**src/rtl/seg_pkg.sv**
```systemverilog
// Shared definitions for the 7-segment scan controller.
//   - Active-low segment codes in CA..CG bit order (bit 6 = CA, bit 0 = CG).
//   - Digit count of the display.
//   - State encoding of the per-slot BLANK/ON scan FSM.
package seg_pkg;

    localparam int N_DIG = 4;

    localparam logic [6:0] SEG_BLANK = 7'b1111111;
    localparam logic [6:0] SEG_0     = 7'b0000001;
    localparam logic [6:0] SEG_1     = 7'b1001111;
    localparam logic [6:0] SEG_2     = 7'b0010010;
    localparam logic [6:0] SEG_3     = 7'b0000110;
    localparam logic [6:0] SEG_4     = 7'b1001100;
    localparam logic [6:0] SEG_5     = 7'b0100100;
    localparam logic [6:0] SEG_6     = 7'b0100000;
    localparam logic [6:0] SEG_7     = 7'b0001111;
    localparam logic [6:0] SEG_8     = 7'b0000000;
    localparam logic [6:0] SEG_9     = 7'b0000100;

    typedef enum logic {
        ST_BLANK = 1'b0,
        ST_ON    = 1'b1
    } scan_state_t;

endpackage

```
**src/rtl/bcd_seg_decode.sv**
```systemverilog
// Combinational BCD nibble to active-low 7-segment decoder.
//   i_nib : BCD digit 0..9; codes 10..15 decode to an all-off pattern.
//   o_seg : active-low segments, bit 6 = CA ... bit 0 = CG.
module bcd_seg_decode
    import seg_pkg::*;
(
    input  logic [3:0] i_nib,
    output logic [6:0] o_seg
);

    always_comb begin
        o_seg = SEG_BLANK;
        case (i_nib)
            4'd0:    o_seg = SEG_0;
            4'd1:    o_seg = SEG_1;
            4'd2:    o_seg = SEG_2;
            4'd3:    o_seg = SEG_3;
            4'd4:    o_seg = SEG_4;
            4'd5:    o_seg = SEG_5;
            4'd6:    o_seg = SEG_6;
            4'd7:    o_seg = SEG_7;
            4'd8:    o_seg = SEG_8;
            4'd9:    o_seg = SEG_9;
            default: o_seg = SEG_BLANK;
        endcase
    end

endmodule

```
**src/rtl/seg_scan_ctrl.sv**
```systemverilog
// Time-multiplexed scan controller for a 4-digit common-anode 7-segment display.
//   CLK/RST        : clock, asynchronous active-high reset.
//   VAL/DP_IN/LOAD : producer side; a LOAD pulse captures VAL and DP_IN into staging.
//   LZ_EN          : leading-zero suppression enable (level).
//   ACK            : pulse on the edge the captured value becomes the displayed value.
//   FRAME          : pulse on every digit-3 -> digit-0 wrap.
//   CA..CG, DP, AN : registered, active-low board pins.
//   DBG_STATE      : current BLANK/ON state of the slot FSM.
//
// Handshake: LOAD is a one-cycle request with no ready; every LOAD is accepted.
// Loads are held in staging until the next wrap edge, where staging moves to the
// shadow register and ACK pulses once. Several loads in a frame collapse into one
// commit (last wins). A LOAD on the wrap cycle itself is committed directly.
module seg_scan_ctrl
    import seg_pkg::*;
#(
    parameter int TICK_DIV  = 100000,
    parameter int BLANK_CYC = 2000
) (
    input  logic        CLK,
    input  logic        RST,
    input  logic [15:0] VAL,
    input  logic [3:0]  DP_IN,
    input  logic        LOAD,
    input  logic        LZ_EN,
    output logic        ACK,
    output logic        FRAME,
    output logic        CA,
    output logic        CB,
    output logic        CC,
    output logic        CD,
    output logic        CE,
    output logic        CF,
    output logic        CG,
    output logic        DP,
    output logic [3:0]  AN,
    output scan_state_t DBG_STATE
);

    localparam int              CW        = (TICK_DIV > 1) ? $clog2(TICK_DIV) : 1;
    localparam logic [CW-1:0]   LAST_CNT  = CW'(TICK_DIV - 1);
    localparam logic [CW-1:0]   BLANK_END = CW'(BLANK_CYC);

    scan_state_t   r_state;
    scan_state_t   w_state_nxt;
    logic [CW-1:0] r_cnt;
    logic [CW-1:0] w_cnt_inc;
    logic [1:0]    r_idx;
    logic          w_last;
    logic          w_wrap;

    logic [15:0]   r_stage;
    logic [3:0]    r_dp_stage;
    logic          r_pend;
    logic [15:0]   r_shadow;
    logic [3:0]    r_dp_shadow;

    logic [3:0]    w_nib;
    logic [6:0]    w_dec;
    logic          w_sup;
    logic          w_show;

    logic [3:0]    r_an;
    logic [6:0]    r_seg;
    logic          r_dp;
    logic          r_ack;
    logic          r_frame;

    assign w_cnt_inc = r_cnt + CW'(1);
    assign w_last    = (r_cnt == LAST_CNT);
    assign w_wrap    = w_last && (r_idx == 2'd3);

    // Slot counter and digit index.
    always_ff @(posedge CLK or posedge RST) begin
        if (RST) begin
            r_cnt <= '0;
            r_idx <= '0;
        end else if (w_last) begin
            r_cnt <= '0;
            r_idx <= r_idx + 2'd1;
        end else begin
            r_cnt <= w_cnt_inc;
        end
    end

    // Slot FSM: the state tracks which part of the slot the counter is in,
    // so it is decided from the counter value being loaded this edge.
    always_ff @(posedge CLK or posedge RST) begin
        if (RST) begin
            r_state <= ST_BLANK;
        end else begin
            r_state <= w_state_nxt;
        end
    end

    always_comb begin
        w_state_nxt = r_state;
        if (w_last) begin
            w_state_nxt = ST_BLANK;
        end else if (w_cnt_inc >= BLANK_END) begin
            w_state_nxt = ST_ON;
        end else begin
            w_state_nxt = ST_BLANK;
        end
    end

    // Staging / pending / shadow. The shadow only moves on the wrap edge so a
    // frame never mixes old and new digits.
    always_ff @(posedge CLK or posedge RST) begin
        if (RST) begin
            r_stage     <= '0;
            r_dp_stage  <= '0;
            r_pend      <= 1'b0;
            r_shadow    <= '0;
            r_dp_shadow <= '0;
            r_ack       <= 1'b0;
            r_frame     <= 1'b0;
        end else begin
            r_ack   <= 1'b0;
            r_frame <= w_wrap;
            if (LOAD) begin
                r_stage    <= VAL;
                r_dp_stage <= DP_IN;
            end
            if (w_wrap && (r_pend || LOAD)) begin
                r_shadow    <= LOAD ? VAL : r_stage;
                r_dp_shadow <= LOAD ? DP_IN : r_dp_stage;
                r_pend      <= 1'b0;
                r_ack       <= 1'b1;
            end else if (LOAD) begin
                r_pend <= 1'b1;
            end
        end
    end

    assign w_nib = r_shadow[{r_idx, 2'b00} +: 4];

    bcd_seg_decode u_dec (
        .i_nib (w_nib),
        .o_seg (w_dec)
    );

    // Digit k is suppressed when it and every digit above it are zero.
    always_comb begin
        w_sup = 1'b0;
        if (LZ_EN) begin
            case (r_idx)
                2'd3:    w_sup = (r_shadow[15:12] == 4'd0);
                2'd2:    w_sup = (r_shadow[15:8]  == 8'd0);
                2'd1:    w_sup = (r_shadow[15:4]  == 12'd0);
                default: w_sup = 1'b0;
            endcase
        end
    end

    assign w_show = (r_state == ST_ON) && !w_sup;

    always_ff @(posedge CLK or posedge RST) begin
        if (RST) begin
            r_an  <= 4'hF;
            r_seg <= SEG_BLANK;
            r_dp  <= 1'b1;
        end else if (w_show) begin
            r_an  <= ~(4'b0001 << r_idx);
            r_seg <= w_dec;
            r_dp  <= ~r_dp_shadow[r_idx];
        end else begin
            r_an  <= 4'hF;
            r_seg <= SEG_BLANK;
            r_dp  <= 1'b1;
        end
    end

    assign AN        = r_an;
    assign CA        = r_seg[6];
    assign CB        = r_seg[5];
    assign CC        = r_seg[4];
    assign CD        = r_seg[3];
    assign CE        = r_seg[2];
    assign CF        = r_seg[1];
    assign CG        = r_seg[0];
    assign DP        = r_dp;
    assign ACK       = r_ack;
    assign FRAME     = r_frame;
    assign DBG_STATE = r_state;

endmodule

```
**config.mk**
```make
export PLATFORM = sky130hd
export DESIGN_NAME = seg_scan_ctrl
export DESIGN_NICKNAME = d
export VERILOG_FILES = /design/src/rtl/seg_pkg.sv /design/src/rtl/bcd_seg_decode.sv /design/src/rtl/seg_scan_ctrl.sv
export SDC_FILE = /design/constraint.sdc
export NUM_CORES = 1
export LEC_CHECK = 0
export ABC_AREA = 1
export ABC_CLOCK_PERIOD_IN_PS = 2600
export BUFFER_PORTS_ARGS = -buffer_cell sky130_fd_sc_hd__clkbuf_2
export CORE_ASPECT_RATIO = 1.1
export CORE_MARGIN = 8
export CORE_UTILIZATION = 40
export DETAILED_ROUTE_END_ITERATION = 10
export HOLD_SLACK_MARGIN = 0.12
export REMOVE_ABC_BUFFERS = 1
export SLEW_MARGIN = 15
export SYNTH_ARGS = -nofsm -noshare
export SYNTH_HDL_FRONTEND = slang
export SYNTH_SLANG_ARGS = --single-unit
export TNS_END_PERCENT = 50
```
**constraint.sdc**
```tcl
create_clock -name CLK -period 2.6 [get_ports CLK]
set_input_delay 0.65 -clock CLK [delete_from_list [all_inputs] [get_ports CLK]]
set_output_delay 0.65 -clock CLK [all_outputs]
set_load 0.01 [all_outputs]
```
# After elaboration in Yosys (flattened, before gate mapping)
# Memory sizes are Yosys's and may differ from the RTL's.
# Cells that the tools add are included.
[word_totals]
rom_bits = 112
wordCells = 50
reg_bits = 75
memories = 1
[mem_list]
columns = ["name", "depth", "word_bits", "read_ports", "rd_clocked_by_memory_dff", "write_ports", "line_no", "source"]
rows = [
  ["(no name shown)", 16, 7, 1, 0, 0, "bcd_seg_decode.sv:13", "case (i_nib)"],
]
[classes]
n_eq_ne = 4
reduce_logical = 9
shifts = 2
n_addsub = 2
bitwise_logic = 2
magnitude_cmp = 2
muxes = 15
[op_table]
columns = ["cell", "count"]
rows = [
  ["$add 17x1->17 const B", 1],
  ["$eq 17x17->1 const B", 1],
  ["$ge 17x11->1 const B", 1],
  ["$mux 17", 1],
  ["$mux 16", 1],
  ["$shiftx 16x5->4", 1],
  ["$logic_not 12->1", 1],
  ["$logic_not 8->1", 1],
  ["$mux 1", 8],
  ["$mux 4", 2],
  ["$mux 7", 1],
  ["$eq 2x2->1 const B", 2],
  ["$logic_not 4->1", 1],
  ["$not 4->4", 1],
  ["$shl 1x2->4 const A", 1],
  ["$logic_and 1x1->1", 3],
  ["$lt 2x3->1 const B", 1],
  ["$pmux 1 s3", 1],
  ["$add 2x1->2 const B", 1],
  ["$bmux 1 s2", 1],
  ["$eq 2x1->1 const B", 1],
  ["$reduce_bool 2->1", 1],
  ["$logic_not 1->1", 1],
  ["$logic_or 1x1->1", 1],
  ["$not 1->1", 1],
]

# Longest topological paths before layout
# Gate-level depths: netlist (run 1).
[depth]
word_depth = 6
ltp_mapped = 12

# By module
# Synthesis (run 1) repeated with hierarchy kept, for this count alone.
[unflattened]
cells_unflattened = 437
area_unflattened_um2 = 3594.7
[by_module_without_submodules]
columns = ["mod", "cells_each", "area_per_inst_um2", "instances", "seq_area_each_um2"]
rows = [
  ["seg_scan_ctrl", 402, 3407.0, 1, 1891.8],
  ["bcd_seg_decode", 35, 187.7, 1, 0.0],
]

# Least setup slack after synthesis (run 1)
# Ideal clock, no wire load.
[synth_timing]
kind = "register to register"
startpoint = "reg r_idx[0]"
endpoint = "reg r_seg[6]"
path_buffers = 1
path_stages_with_launch = 10
t_required_ns = 2.518
t_arrival_ns = 1.566
setup_time_ns = 0.082
path_slack_ns = 0.952
period_less_slack_ns = 1.648
path_cell_list = "dfrtp_1 > buf_2 > a21oi_1 > o21ai_0 > nand2_1 > inv_1 > ha_1 > or2_1 > o211ai_1 > nand2_1"
[synth_via]
elab_chain_len = 6
word_cells_on_any_way = 10
[synth_lines]
columns = ["item", "line_no", "source"]
rows = [
  ["start: declaration", "seg_scan_ctrl.sv:48", "logic [1:0] r_idx;"],
  ["start signal: assignment", "seg_scan_ctrl.sv:80", "r_idx <= r_idx + 2'd1;"],
  ["branches (longest 5 deep; another with $mem_v2 16x7)", "-", ""],
  ["$mux 7 (*)", "seg_scan_ctrl.sv:163", "end else if (w_show) begin"],
  ["end signal: assignment", "seg_scan_ctrl.sv:165", "r_seg <= w_dec;"],
  ["end: declaration", "seg_scan_ctrl.sv:64", "logic [6:0] r_seg;"],
]
# Every way passes the cells marked *.
# A chain may end at the register's enable or synchronous reset.

# Final worst setup path (run 1)
# Same ends and word-level chain as after synthesis.

==> qor.yml, run 1 <==
nFillCells: 920
holdWs_ps: 345.0
cts_tree: "built"
antenna_left: 0
cp-end-kind: "flop"
critical_path_class: "flop to flop"
grt-ovfl-total: 0
ir_drop_uv: 245.5
area_growth_pct: 13.25
rsz0062_at_grt: "false"
first_iter_violations: 169
worst_pin_slew_ps: 575.2
hold_violations: 0
cp.required_ps: 2880
arrival_ps: 2220
initial_core_util_pct: 40.54
start_kind: "flop"
hpwl_um: 5312
cts-root-buf: "clkbuf_8"
ys_seq_area_share_pct: 53.41
die_w_um: 105.7
grt_pass1_wl_um: 12500
cellPowerDensity_mw_per_mm2: 522.4
first_pass_iters: 4
path_clk_slew_ps: 80
syn_area_per_cell_um2: 8.238
status: "finished, final reports clean"
drc_errors: 0
routed_wl_um: 7335
final_util_pct: 45.90
place_ws_ps: 617.5
synth_cell_types: 31
path_delay_family: "simple AND/OR/NAND/NOR gates"
avgViaCountPerCell: 4.635
path_common_cell: "nand2_1"
setup_slack_ps: 668.2
slew_viol_final: 0
port_buffers: 38
die-area_mm2: 0.01213
clkSinkCount: 75
slowest_stage: "dfrtp_1"
cts_resized: 0
max-slew-margin-rel_pct: 61.61
drive_gt1_share_pct: 16.63
track_usage_pct: 12.78
clk-insertion-delay-late_ps: 350
max-clock-path-buffers: 2
cp_slowest_stage_delay_ps: 620
synthCells: 430
grt_pass1_vias: 2683
cts_max_level: 3
grt_max_degree: 76
netlist_area_mm2: 0.003542
wl_per_cell_um: 12.45
design.core.area_mm2: 0.008738
yosysWarnings: 0
io_pins: 39
cts_setup_buffers: 0
finClkSkew_ps: 10.11
row_count: 36
gp_congestion: 0.8958
max_freq_ghz: 0.5177
hold_path_class: "input pin to asynchronous set/reset pin"
vias: 2730
cts_buffers: 9
crit_buf_inv: 2
final_nets: 507
crit_fanout: 16
finalCritPeriodShare_pct: 74.30
ys_ff_latch: 75
ctsHoldBuffers: 0
path_cells: "inv_2, nand2_1, nand3_1, nand2_1, inv_1, ha_1, or2_1, o211ai_1, nand2_1"
die_h_um: 114.7
timing.max_cap.violations: 0
antenna_cells: 0
period_needed_ps: 1932
setup_viol_count_final: 0
power.leakage_uw: 0.002089
fin_tns_setup_ps: 0
antenna_found_initial: 0
## report_power, final
group / total [µW] / internal (µW) / leakage [µW] / switching (µW)
clock: 809 / 372 / 0.0000924 / 437
sequential: 1200 / 1190 / 0.000925 / 6.65
combinational: 86.7 / 28.2 / 0.00107 / 58.5
## Yosys cell counts
master      n  share of area [%]
inv_6       1               0.25
nand2_4     1               0.32
nand2_1   182                 19
or2_1       1               0.18
nand3_1    17                2.4
clkbuf_2    1               0.14
dfstp_2    12                8.9
xnor2_1     1               0.25
nor2_4      2               0.64
inv_1      38                4.0
o211ai_1    4               0.85
nand4_1     6                1.1
inv_2       1               0.11
and3_1      1               0.18
ha_1       13                4.6
nand2_2     3               0.53
or2_2       1               0.18
nor2_1     31                3.3
buf_8       1               0.42
xor2_1      4               0.99
clkbuf_1    4               0.42
nor3_1      1               0.14
nand3b_1    3               0.64
a21oi_1    11                1.6
buf_6       1               0.32
dfrtp_1    63                 45
buf_2       3               0.42
o21ai_0    18                2.5
nor2_2      2               0.35
o22ai_1     1               0.18
and2_1      2               0.35
## sequential cells by signal (all words and copies together), names as in the netlist
signal       flops
AN               4
r_dp_shadow      4
r_pend           1
DBG_STATE        1
r_dp_stage       4
ACK              1
FRAME            1
r_idx            2
r_shadow        16
r_cnt           17
r_stage         16
r_seg            7
DP               1
## final timing paths
| kind | depth (start not counted) | start | slack (ps) | end |
|---|---|---|---|---|
| worst min-delay path | 3 | RST | 340 | r_cnt[10] |
| min in group CLK | 2 | r_stage[4] | 480 | r_stage[4] |
| max in group asynchronous | 3 | RST | 1890 | DP |
| worst min register to register | 2 | r_stage[4] | 480 | r_stage[4] |
| worst max register to register | 9 | r_idx[0] | 670 | r_seg[6] |
| worst max-delay path | 9 | r_idx[0] | 670 | r_seg[6] |
## through the flow
step                power, µW  area, µm²  std cells
floorplan                1271       3481        420
global placement         1312       3834        573
detailed placement       1314       3834        573
CTS                      2137       4011        589
global route             2191       4011        589
finish                   2095       4011        589
## placed cells by master (no fill, tap or decap), types with 4 or more instances in the layout
cell type and instances:
ha_1 13, nand2_1 182, dfrtp_1 63, o21ai_0 18, o211ai_1 4, clkbuf_8 10
inv_1 37, clkbuf_2 38, a21oi_1 11, nand4_1 6, nor2_1 31, dfstp_2 12
xor2_1 4, nand3_1 17
## worst min-delay path, cell delays in order
cell and delay [ps]:
clkbuf_2 80, inv_2 60, buf_12 310
## kinds of logic after synthesis
logic type / after synthesis / synth area share (%)
adder cells (fa/ha/maj): 13 / 4.592
buffers and inverters: 50 / 6.110
flip-flops: 75 / 53.41
XOR/XNOR: 5 / 1.236
AO/OA/AOI/OAI: 34 / 5.122
AND/OR/NAND/NOR: 253 / 29.53
## per-layer routing
layer,vias to the layer above,track usage [%],wire length [µm],share of wire [%]
li1,1410,-,-,-
met1,1255,16.29,3510,48
met2,51,19.41,3283,45
met3,14,3.491,353,4.8
met4,0,6.573,187,2.5
met5,-,0,0,0
## final cells by class
class | instances | area (µm²) | area share, %
Clock buffer | 10 | 137.6 | 3.431
Clock inverter | 6 | 40.04 | 0.9981
Inverter | 40 | 155.1 | 3.868
Multi-Input combinational cell | 305 | 1434 | 35.75
Sequential cell | 75 | 1892 | 47.16
Tap cell | 114 | 142.6 | 3.556
Timing Repair Buffer | 39 | 210.2 | 5.240
(Power assumes the default switching activity.)
==> inputs of run 2 (changes only) <==
--- a/config.mk
+++ b/config.mk
@@ -6,7 +6,7 @@
 export NUM_CORES = 1
 export LEC_CHECK = 0
 export ABC_AREA = 1
-export ABC_CLOCK_PERIOD_IN_PS = 2600
+export ABC_CLOCK_PERIOD_IN_PS = 1700
 export BUFFER_PORTS_ARGS = -buffer_cell sky130_fd_sc_hd__clkbuf_2
 export CORE_ASPECT_RATIO = 1.1
 export CORE_MARGIN = 8
==> constraint.sdc (replaced) <==
create_clock -name CLK -period 1.7 [get_ports CLK]
set_input_delay 0.425 -clock CLK [delete_from_list [all_inputs] [get_ports CLK]]
set_output_delay 0.425 -clock CLK [all_outputs]
set_load 0.01 [all_outputs]
==> run 2 against run 1 <==
Worst hold slack worse by 50 ps. First-iteration DRC count shrank 45%. Sequential cell count did not move. Utilization rose by 3.0 points. Power up 57%. Sequential share of layout area shrank 2.9 points. Global-route usage is 0.60 points higher.
==> qor.yml, run 2 (same netlist as run 1, synthesis figures left out) <==
hp-start: "VAL[11]"
max-slew-margin-rel_pct: 62.28  # +0.68 points
cts_max_level: 3  # unchanged
crit_fanout: 15  # -1
clk-insertion-delay-late_ps: 350  # about the same
slew_viol_final: 0  # unchanged
cts-root-buf: "clkbuf_8"
antenna_found_initial: 0  # unchanged
grt_max_degree: 35  # -54%
routedLengthMet1_um: 3500  # -0.28%
area_growth_pct: 20.77
io_pins: 39  # unchanged
finalCritPeriodShare_pct: 97.87  # +24 points
pwr-share-clk_pct: 40.0  # +1.4 points
row_count: 36  # unchanged
top_layer_used: "met4"
cp.required_ps: 1940  # -940 ps
grt_pass1_wl_um: 13020  # +4.2%
top_register: "r_cnt"
wl_met2_um: 3572  # +8.8%
cp-end-kind: "flop"
layout_commonest_cell: "nand2_1"
period_needed_ps: 1664  # -267.9 ps
power_frac_comb_pct: 4.3  # +0.2 points
arrival_ps: 1910  # -310 ps
r2r-start: "r_cnt[1]"
setup_viol_count_final: 0  # unchanged
seq_power_share_pct: 55.7  # -1.6 points
rsz0062_at_grt: "true"
design.core.area_mm2: 0.008738  # unchanged
die_h_um: 114.7  # unchanged
largest_register_ffs: 17  # unchanged
finClkSkew_ps: 8.236  # -1.877 ps
timing.max_cap.violations: 0  # unchanged
critPathLaunch: "r_cnt[1]"
status: "finished, final reports clean"
instances_no_fill: 614  # +4.2%
hold_violations: 0  # unchanged
nFillCells: 875  # -4.9%
die-area_mm2: 0.01213  # unchanged
max-clock-path-buffers: 2  # unchanged
max_freq_ghz: 0.6010  # +16%
start_kind: "flop"
port_buffers: 38  # unchanged
antenna_left: 0  # unchanged
vias: 2798  # +2.5%
mostFrequentLayoutCells: "nand2_1, dfrtp_1, clkbuf_2"
avgViaCountPerCell: 4.557  # -1.7%
clkSinkCount: 75  # unchanged
cts_tree: "built"
ir_drop_uv: 361.2  # +47%
top_regs: "r_cnt (17), r_shadow (16), r_stage (16)"
critical_path_class: "flop to flop"
grt_pass1_vias: 2804  # +4.5%
hold_path_class: "input pin to flop"
total_power_uw: 3298  # +57%
route.met3.wl_um: 306  # -13%
die_w_um: 105.7  # unchanged
intPower_uw: 2556  # +60%
hpwl_um: 5738  # +8.0%
cellPowerDensity_mw_per_mm2: 771.0  # +48%
switchingPower_uw: 742.0  # +48%
gp_congestion: 0.8635  # -3.6%
path_clk_slew_ps: 80  # about the same
track_usage_pct: 13.38  # +0.60 points
swShare_pct: 22.50  # -1.4 points
wl_per_cell_um: 12.29  # -1.3%
first_pass_iters: 4  # unchanged
drc_errors: 0  # unchanged
antenna_cells: 0  # unchanged
worst_pin_slew_ps: 565.1  # -10.13 ps
drive_gt1_share_pct: 22.60  # +6.0 points
routed_wl_um: 7546  # +2.9%
initial_core_util_pct: 40.54  # unchanged
final_nets: 532  # +4.9%
grt-ovfl-total: 0  # unchanged
placed_cells: 594  # +3.7%
cts_buffers: 9  # unchanged
first_iter_violations: 93  # -45%
power.leakage_uw: 0.002224  # +6.5%
holdWs_ps: 294.8  # -50.22 ps
==> run 2: cell types whose count changed in the layout (fill, tap and decap cells not counted), moves of 2 or more <==
cell      change
buf_12        +2
buf_4        +21
clkbuf_1      +3
clkinv_2      -2
dfrtp_1       -2
dfrtp_2       +2
inv_1         -2
inv_2         +2
inv_6         -2
nand2_1       -4
nand2_2       +4
o21ai_0       -3
o21ai_1       +2
==> run 2: critical path, cell delays in order, from the launching register on <==
cell and delay, ps:
dfrtp_1 370, ha_2 220, nand2_2 80, nor2_4 100, nand2_2 70, nor2_2 100, nand2_2 100, nor2_4 150
nand2_4 90, buf_12 160, nand2_1 60, nand2_1 50
==> run 2: final timing paths <==
kind / depth (start not counted) / to / slack (ps)
max: 11 / r_dp_shadow[3] / 40
min: 3 / r_stage[11] / 290
max reg2reg: 11 / r_dp_shadow[3] / 40
min reg2reg: 2 / r_stage[0] / 470
max in group asynchronous: 4 / DP / 580
min in group asynchronous: 3 / r_cnt[12] / 560
==> run 2: final cells by class <==
type / count / area [µm²] / area share [%]
clock buffers: 12 / 135.1 / 3.159
clock inverters: 4 / 51.30 / 1.199
inverters: 40 / 162.7 / 3.802
multi-input cells: 305 / 1463 / 34.19
flip-flops and latches: 75 / 1894 / 44.28
well taps: 114 / 142.6 / 3.334
repair buffers: 64 / 429.2 / 10.03
==> run 2: through the flow <==
stage / TNS, ps / area, µm² / setup WS [ps] / utilization, %
final: 0 / 4278 / 36.13 / 48.95
after global routing: -822.3 / 4278 / -63.76 / 48.95
after CTS: 0 / 4217 / 1.190 / 48.25
after detailed placement: -12.02 / 4016 / -12.02 / 45.96
after global placement: 0 / 4016 / 21.88 / 45.96
after floorplan: -40530 / 3481 / -615.1 / -
==> run 2: timing repair <==
action / in CTS / in global routing
pin swaps: 0 / 5
buffers inserted: 0 / 3
gates resized for setup: 2 / 18
endpoints found under the hold margin: 10 / 0
cloned: 0 / 0
endpoints found under the setup margin: 8 / 31
hold buffers: 1 / 0
==> run 2: power groups by stage <==
stage	logic, µW	clock network [µW]	registers, µW
finish	142	1320	1840
global route	168	1460	1840
CTS	149	1370	1840
detailed placement	146	0	1870
global placement	144	0	1870
floorplan	76.1	0	1870
==> run 2: per-layer routing <==
layer	vias up	track usage (%)
met5	-	0
met4	0	7.981
met3	10	3.041
met2	39	21.37
met1	1283	16.15
li1	1466	-
==> inputs of run 3 (changes only) <==
--- a/config.mk
+++ b/config.mk
@@ -11,10 +11,10 @@
 export CORE_ASPECT_RATIO = 1.1
 export CORE_MARGIN = 8
 export CORE_UTILIZATION = 40
+export CTS_BUF_LIST = sky130_fd_sc_hd__clkbuf_8 sky130_fd_sc_hd__clkbuf_16
 export DETAILED_ROUTE_END_ITERATION = 10
 export HOLD_SLACK_MARGIN = 0.12
 export REMOVE_ABC_BUFFERS = 1
-export SLEW_MARGIN = 15
 export SYNTH_ARGS = -nofsm -noshare
 export SYNTH_HDL_FRONTEND = slang
 export SYNTH_SLANG_ARGS = --single-unit
==> run 3 against run 2 <==
Sequential share of layout area is the same. Critical path type unchanged. Critical endpoint unchanged. Critical path depth is the same. Highest routed layer unchanged. Clock power about the same.
==> qor.yml, run 3 (same netlist as run 1, synthesis figures left out) <==
clk-insertion-delay-late_ps: 350  # about the same
cellPowerDensity_mw_per_mm2: 767.0  # -0.53%
grt_pass1_wl_um: 13020  # unchanged
placed_cells: 594  # unchanged
grt_max_degree: 35  # unchanged
crit_fanout: 15  # unchanged
cts_buffers: 9  # unchanged
first_iter_violations: 92  # -1.1%
mostFrequentLayoutCells: "nand2_1, dfrtp_1, inv_1, clkbuf_2, nor2_1"
wl_per_cell_um: 12.29  # about the same
cp-end-kind: "flop"
layout_commonest_cell: "nand2_1"
max-clock-path-buffers: 2  # unchanged
cts-root-buf: "clkbuf_8"
drc_errors: 0  # unchanged
grt_pass1_vias: 2804  # unchanged
gp_congestion: 0.8635  # unchanged
max-slew-margin-rel_pct: 62.21  # -0.070 points
max_freq_ghz: 0.6007  # about the same
met1_usage_pct: 16.15  # unchanged
status: "finished, final reports clean"
instances_no_fill: 614  # unchanged
arrival_ps: 1910  # about the same
grt.busiest_layer: "met2"
design.core.area_mm2: 0.008738  # unchanged
timing.max_cap.violations: 0  # unchanged
critical_path_class: "flop to flop"
top_register: "r_cnt"
grt.met3_usage_pct: 3.041  # unchanged
finClkSkew_ps: 8.243  # +0.006920 ps
final_nets: 532  # unchanged
first_pass_iters: 4  # unchanged
routed_wl_um: 7543  # about the same
row_count: 36  # unchanged
largest_register_ffs: 17  # unchanged
top_regs: "r_cnt (17), r_shadow (16), r_stage (16)"
grt-ovfl-total: 0  # unchanged
antenna_cells: 0  # unchanged
drive_gt1_share_pct: 22.60  # unchanged
antenna_left: 0  # unchanged
cts_max_level: 3  # unchanged
path_clk_slew_ps: 80  # about the same
hpwl_um: 5738  # unchanged
port_buffers: 38  # unchanged
hold_violations: 0  # unchanged
cp.required_ps: 1940  # about the same
die-area_mm2: 0.01213  # unchanged
grt_use_met2_pct: 21.37  # unchanged
area_growth_pct: 20.77  # unchanged
io_pins: 39  # unchanged
finalCritPeriodShare_pct: 97.93  # about the same
ir_drop_uv: 360.6  # -0.18%
track_usage_pct: 13.38  # unchanged
antenna_found_initial: 0  # unchanged
die_h_um: 114.7  # unchanged
die_w_um: 105.7  # unchanged
vias: 2793  # -0.18%
period_needed_ps: 1665  # +0.9368 ps
power.leakage_uw: 0.002237  # +0.56%
clkSinkCount: 75  # unchanged
start_kind: "flop"
avgViaCountPerCell: 4.549  # -0.18%
holdWs_ps: 295.2  # +0.4160 ps
rsz0062_at_grt: "true"
initial_core_util_pct: 40.54  # unchanged
slew_viol_final: 0  # unchanged
hold_path_class: "input pin to flop"
worst_pin_slew_ps: 566.2  # +1.048 ps
cts_tree: "built"
setup_viol_count_final: 0  # unchanged
==> run 3: layer usage <==
layer	share of wire, %	wire length [µm]
met5	0	0
met4	2.2	166
met3	4.2	319
met1	46	3483
met2	47	3573
==> run 3: worst max-delay path, cell delays in order, from the launching register on <==
cell     delay (ps)
dfrtp_1         370
ha_2            220
nand2_2          80
nor2_4          100
nand2_2          70
nor2_2          100
nand2_2         100
nor2_4          150
nand2_4          90
buf_12          160
nand2_1          60
nand2_1          50
==> run 3: layout make-up <==
class | instances | area [µm²]
Fill cell | 875 | 4461
Multi-Input combinational cell | 305 | 1463
Clock inverter | 7 | 62.56
Sequential cell | 75 | 1894
Timing Repair Buffer | 64 | 429.2
Clock buffer | 9 | 123.9
Inverter | 40 | 162.7
Tap cell | 114 | 142.6
==> run 3: per-stage QoR <==
step           setup TNS (ps)  setup WS (ps)  power (µW)  cell area (µm²)  util, %
4_1_cts                     0          1.287        3342             4217    48.25
3_5_place_dp           -12.02         -12.02        2017             4016    45.96
6_report                    0          35.19        3281             4278    48.95
3_3_place_gp                0          21.88        2013             4016    45.96
2_1_floorplan          -40530         -615.1        1944             3481        -
5_1_grt                -818.7         -63.24        3447             4278    48.95
==> run 3: repair_timing <==
action,in CTS,in global routing
setup buffers,0,3
gates resized for setup,2,18
hold buffers,1,0
cloned,0,0
endpoints found under the hold margin,10,0
pin swaps,0,5
setup endpoints to repair,8,31
==> run 3: final timing paths <==
path	startpoint	endpoint	slack (ps)	depth (start not counted)
max in group asynchronous	RST	DP	580	4
hold reg to reg	r_stage[0]	r_stage[0]	470	2
min in group asynchronous	RST	r_cnt[12]	560	3
setup reg to reg	r_cnt[1]	r_dp_shadow[3]	40	11
hold / removal	VAL[11]	r_stage[11]	300	3
setup / recovery	r_cnt[1]	r_dp_shadow[3]	40	11
==> run 3: power breakdown <==
part / total (µW) / switching [µW] / leakage [µW] / internal, µW
sequential: 1840 / 10.7 / 0.000922 / 1830
combinational: 142 / 91.4 / 0.00121 / 50.6
clock: 1300 / 641 / 0.000103 / 662
total: 3280 / 743 / 0.00224 / 2540
